===== src/rtl/spram_arbiter.sv =====
// Round-robin arbiter sharing one SP256K between ports A and B.
// Define SPRAM_ARB_PWR_EN to enable the idle standby/wake power manager.
module spram_arbiter #(
  parameter int unsigned IDLE_CYCLES = 64,
  parameter int unsigned WAKE_CYCLES = 2
) (
  input  logic        clk,
  input  logic        rst,
  input  logic        a_req,
  input  logic        a_we,
  input  logic [13:0] a_addr,
  input  logic [15:0] a_wdata,
  input  logic [1:0]  a_be,
  output logic        a_ack,
  output logic        a_rvalid,
  output logic [15:0] a_rdata,
  input  logic        b_req,
  input  logic        b_we,
  input  logic [13:0] b_addr,
  input  logic [15:0] b_wdata,
  input  logic [1:0]  b_be,
  output logic        b_ack,
  output logic        b_rvalid,
  output logic [15:0] b_rdata,
  output logic [13:0] ram_ad,
  output logic [15:0] ram_di,
  output logic [3:0]  ram_maskwe,
  output logic        ram_we,
  output logic        ram_cs,
  output logic        ram_stdby,
  output logic        ram_sleep,
  output logic        ram_pwroff_n,
  input  logic [15:0] ram_do
);

  if (IDLE_CYCLES < 1 || WAKE_CYCLES < 1) begin : g_param_check
    $error("spram_arbiter: IDLE_CYCLES and WAKE_CYCLES must be >= 1");
  end

  logic run_en;
  logic grant_a;
  logic grant_b;
  logic last_b;
  logic a_rvalid_q;
  logic b_rvalid_q;

`ifdef SPRAM_ARB_PWR_EN
  localparam int unsigned CntMax = (IDLE_CYCLES > WAKE_CYCLES) ? IDLE_CYCLES : WAKE_CYCLES;
  localparam int unsigned CntW   = $clog2(CntMax + 1);

  typedef enum logic [1:0] {StRun, StStby, StWake} state_e;

  state_e          state_q;
  logic [CntW-1:0] idle_cnt_q;
  logic [CntW-1:0] wake_cnt_q;
  logic            stdby_q;
  logic            any_req;

  assign any_req = a_req | b_req;

  always_ff @(posedge clk or posedge rst) begin
    if (rst) begin
      state_q    <= StRun;
      idle_cnt_q <= '0;
      wake_cnt_q <= '0;
      stdby_q    <= 1'b0;
    end else begin
      unique case (state_q)
        StRun: begin
          if (any_req) begin
            idle_cnt_q <= '0;
          end else if (idle_cnt_q == CntW'(IDLE_CYCLES - 1)) begin
            state_q    <= StStby;
            idle_cnt_q <= '0;
            stdby_q    <= 1'b1;
          end else begin
            idle_cnt_q <= idle_cnt_q + CntW'(1);
          end
        end
        StStby: begin
          if (any_req) begin
            state_q    <= StWake;
            wake_cnt_q <= CntW'(WAKE_CYCLES);
            stdby_q    <= 1'b0;
          end
        end
        StWake: begin
          // The cycle the wake count hits zero already grants, so leave for RUN now.
          if (wake_cnt_q == '0) begin
            state_q    <= StRun;
            idle_cnt_q <= '0;
          end else begin
            wake_cnt_q <= wake_cnt_q - CntW'(1);
          end
        end
        default: state_q <= StRun;
      endcase
    end
  end

  assign run_en    = !rst && ((state_q == StRun) || (state_q == StWake && wake_cnt_q == '0));
  assign ram_stdby = stdby_q;
`else
  assign run_en    = !rst;
  assign ram_stdby = 1'b0;
`endif

  // On a tie, A wins unless A was the most recent grant.
  assign grant_a = run_en & a_req & (~b_req | last_b);
  assign grant_b = run_en & b_req & ~grant_a;

  always_comb begin
    ram_cs     = 1'b0;
    ram_we     = 1'b0;
    ram_maskwe = 4'b0000;
    ram_ad     = '0;
    ram_di     = '0;
    if (grant_a) begin
      ram_cs     = 1'b1;
      ram_we     = a_we;
      ram_ad     = a_addr;
      ram_di     = a_wdata;
      ram_maskwe = a_we ? {a_be[1], a_be[1], a_be[0], a_be[0]} : 4'b0000;
    end else if (grant_b) begin
      ram_cs     = 1'b1;
      ram_we     = b_we;
      ram_ad     = b_addr;
      ram_di     = b_wdata;
      ram_maskwe = b_we ? {b_be[1], b_be[1], b_be[0], b_be[0]} : 4'b0000;
    end
  end

  always_ff @(posedge clk or posedge rst) begin
    if (rst) begin
      last_b     <= 1'b1;
      a_rvalid_q <= 1'b0;
      b_rvalid_q <= 1'b0;
    end else begin
      if (grant_a | grant_b) begin
        last_b <= grant_b;
      end
      a_rvalid_q <= grant_a & ~a_we;
      b_rvalid_q <= grant_b & ~b_we;
    end
  end

  assign a_ack        = grant_a;
  assign b_ack        = grant_b;
  assign a_rvalid     = a_rvalid_q;
  assign b_rvalid     = b_rvalid_q;
  assign a_rdata      = ram_do;
  assign b_rdata      = ram_do;
  assign ram_sleep    = 1'b0;
  assign ram_pwroff_n = 1'b1;

endmodule


===== config.mk =====
export PLATFORM = sky130hd
export DESIGN_NAME = spram_arbiter
export DESIGN_NICKNAME = d
export VERILOG_FILES = /design/src/rtl/spram_arbiter.sv
export SDC_FILE = /design/constraint.sdc
export NUM_CORES = 1
export LEC_CHECK = 0
export ABC_AREA = 0
export CAP_MARGIN = 20
export CORE_AREA = 3 3 62 64
export CTS_CLUSTER_DIAMETER = 30
export DETAILED_ROUTE_END_ITERATION = 7
export DIE_AREA = 0 0 65 67
export DONT_BUFFER_PORTS = 1
export SKIP_CTS_REPAIR_TIMING = 1
export SYNTH_ARGS = -nofsm -noshare
export SYNTH_HDL_FRONTEND = slang
export SYNTH_SLANG_ARGS = --single-unit

===== constraint.sdc =====
create_clock -name clk -period 1.38 [get_ports clk]
set_input_delay 0.069 -clock clk [delete_from_list [all_inputs] [get_ports clk]]
set_output_delay 0.069 -clock clk [all_outputs]
set_load 0.05 [all_outputs]

==> summary.txt <==
Worst setup path
  • Worst setup path category: reg -> out
  • Crit path DAT: 1.54 ns
  • R2R Path Start: last_b
  • WP buf/inv: 3
  • Delay-heaviest family, CP: flip-flops
  • Crit path largest cell delay: between 0.5 and 0.6 ns
  • R2R depth: 5
  • Crit path max fanout: 17
  • Critical Path RT: 1.31 ns
  • Top cell by count, worst path: buf_12
  • Setup crit end kind: primary output
  • CP Launch Type: flop
  • Slowest CP cell: dfstp_2
  • Critical Path, Cell by Cell: buf_4 -> a21oi_4 -> buf_12 -> a32o_2 -> buf_12
  • FF-to-FF End: b_rvalid
  • Reg-to-reg slack, setup: 0.06 ns

STA
  • Pins Over Slew Limit: 0
  • Final worst clock skew: 0.000877 ns
  • Crit share post-route: 117%
  • Tmin final: 1.61 ns
  • RSZ-0062 raised after global routing: yes
  • Peak Freq: 0.620 GHz
  • Final Hold Fails: 0
  • Setup WS post-layout: -0.234 ns
  • Final setup fails: 37
  • Hold_ws: 0.0123 ns

Detailed routing
  • ANT nets after route: 0
  • DR vias/cell: roughly 5.2
  • Initial DRC Count: 10
  • Wire length per cell: 21.6 um
  • Pre-antenna DRT Iters: 2
  • Via count: between 600 and 700
  • DRC: 0
  • Drt total wl: 2850 um

Min path
  • Hold Path Sink: last_b
  • Hold Path Stages: 2
  • Min-Delay Path Class: in -> reg
  • Beginning of the worst hold path: b_req

Floorplanning
  • IO Count: 161
  • Die span in x: around 65 um
  • Num rows: 21
  • Die height: 67 um
  • Die Area: 0.00436 mm2
  • Core ar.: 0.00334 mm2
  • Initial cell density of the core: 24.4%

Finish
  • Syn-to-layout area delta: 45.7%
  • Fin cells: approximately 130
  • Total Nets Final: 173
  • # diodes: 0
  • Final instance area: 0.00119 mm2
  • Ratio of cells with drive above 1 in the final layout: 76.7%
  • Final core utilization: 35.6%

Place
  • Gpl congestion: 0.674
  • Placed instance count: 117
  • Post-DP HPWL: roughly 2100 um
  • Cell Area, Placed: 900 um2
  • Pre-CTS setup slack: -0.0119 ns
  • IO Port Bufs: 0

Power and ir drop
  • Leak: 0.551 nW
  • VDD IR max: 0.353 mV
  • Power density cells: 865 mW/mm2

Yosys
  • Syn Std Cell Area: 816 um2
  • Yosys warns: 0
  • Register bit total from synthesis: 3
  • Sequential area share after synthesis: under 10%
  • Yosys cell types: 17
  • Avg Cell Area, Syn: 8.59 um2
  • Mapped Cells: 95

Global route
  • Largest net degree at the start of global routing: 35
  • Initial antenna violation count: 0
  • First-pass GRT wire length: around 3300 um
  • Vias in the first global route: approximately 650
  • GRT Residual Overflow: 0
  • GRT Util Overall: 10.0%

Clocking
  • CTS tree: yes
  • Num CTS Buffers: 3
  • CTS Root Buffer Type: clkbuf_4
  • H-tree levels: 1
  • Max Root-Sink Buffers: 2
  • Clock transition at path regs: about 0.04 ns
  • Clock sinks: 3
  • Clock Latency Late Sink: about 0.23 ns

Flow run
  • # Max-Cap Violations: 0

Status
  • Status: finished, violations left
  • Failing checks: setup timing
==> flip-flops by register name, summed over array words and instances, names as in the netlist <==
register and count:
b_rvalid 1, last_b 1, a_rvalid 1
==> metrics by stage <==
stage | TNS, ns | power, mW
floorplan | -0.430 | 0.898
global placement | 0 | 0.771
detailed placement | -0.0908 | 0.777
CTS | -7.75 | 0.937
global route | -9.33 | 1.08
finish | -6.94 | 1.03
==> synth_stat cells, drive strengths merged <==
cell type / number / area, um2
and2b: 1 / 7.51
nor2: 2 / 7.51
a32o: 2 / 22.5
and2: 2 / 12.5
dfrtp: 2 / 50.1
conb: 2 / 7.51
dfstp: 1 / 26.3
o21ai: 1 / 5.00
nand2: 1 / 3.75
a22o: 31 / 272
a21oi: 2 / 32.5
nor2b: 1 / 6.26
inv: 2 / 7.50
buf: 43 / 338
nand2b: 2 / 17.5
==> worst max-delay path by stage <==
stage | startpoint | end | depth (start not counted)
2_1_floorplan | last_b | ram_maskwe[1] | 4
3_3_place_gp | last_b | ram_maskwe[3] | 5
3_5_place_dp | last_b | ram_ad[2] | 4
4_1_cts | last_b | ram_ad[2] | 4
5_1_grt | last_b | ram_di[3] | 6
6_report | last_b | ram_maskwe[3] | 5
==> worst reg2reg max path: cells and delay by family, from the launching register on <==
family          cells  cell delay (ns)
buf+inv             3             0.49
compound gates      1             0.25
simple gates        1             0.14
flops               1             0.37
==> power breakdown <==
group          switching (mW)  internal (mW)  total [mW]
sequential             0.0160          0.101       0.117
clock                  0.0438          0.108       0.152
combinational           0.462          0.296       0.759
total                   0.522          0.506        1.03
==> logic make-up after synthesis <==
| kind of cell | share of synthesized area (%) |
|---|---|
| other | 0.921 |
| buffers and inverters | 42.3 |
| DFF | 9.36 |
| AOI/OAI and AO/OA | 40.6 |
| and+or+nand+nor | 6.75 |
==> cells in the final DEF (no fill, tap or decap), types with 2 or more instances in the layout <==
cell type / synthesis / final
a22o_4: 0 / 20
buf_12: 0 / 12
a22o_2: 0 / 8
buf_4: 39 / 8
a22o_1: 31 / 3
conb_1: 2 / 3
clkbuf_4: 0 / 3
buf_8: 0 / 3
nand2b_2: 2 / 2
a21oi_4: 2 / 2
and2_1: 2 / 2
a32o_2: 2 / 2
nor2_1: 2 / 2
dfrtp_1: 2 / 2
clkbuf_16: 0 / 2
buf_6: 4 / 2
dlygate4sd3_1: 0 / 2
==> routing by layer <==
metal  wire length (um)  GRT usage (%)
met1                950           8.49
met2               1490           19.4
met3                393           5.90
met4                 14           2.90
met5                  0              0
==> area by class of cell <==
type | count | area, um2
multi-input cells | 48 | 583
repair buffers | 29 | 438
clock buffers | 4 | 26.3
fillers | 342 | 2150
well taps | 46 | 57.6
flip-flops and latches | 3 | 76.3
inverters | 2 | 7.51
Note: power is estimated with default switching activity, not from simulation.
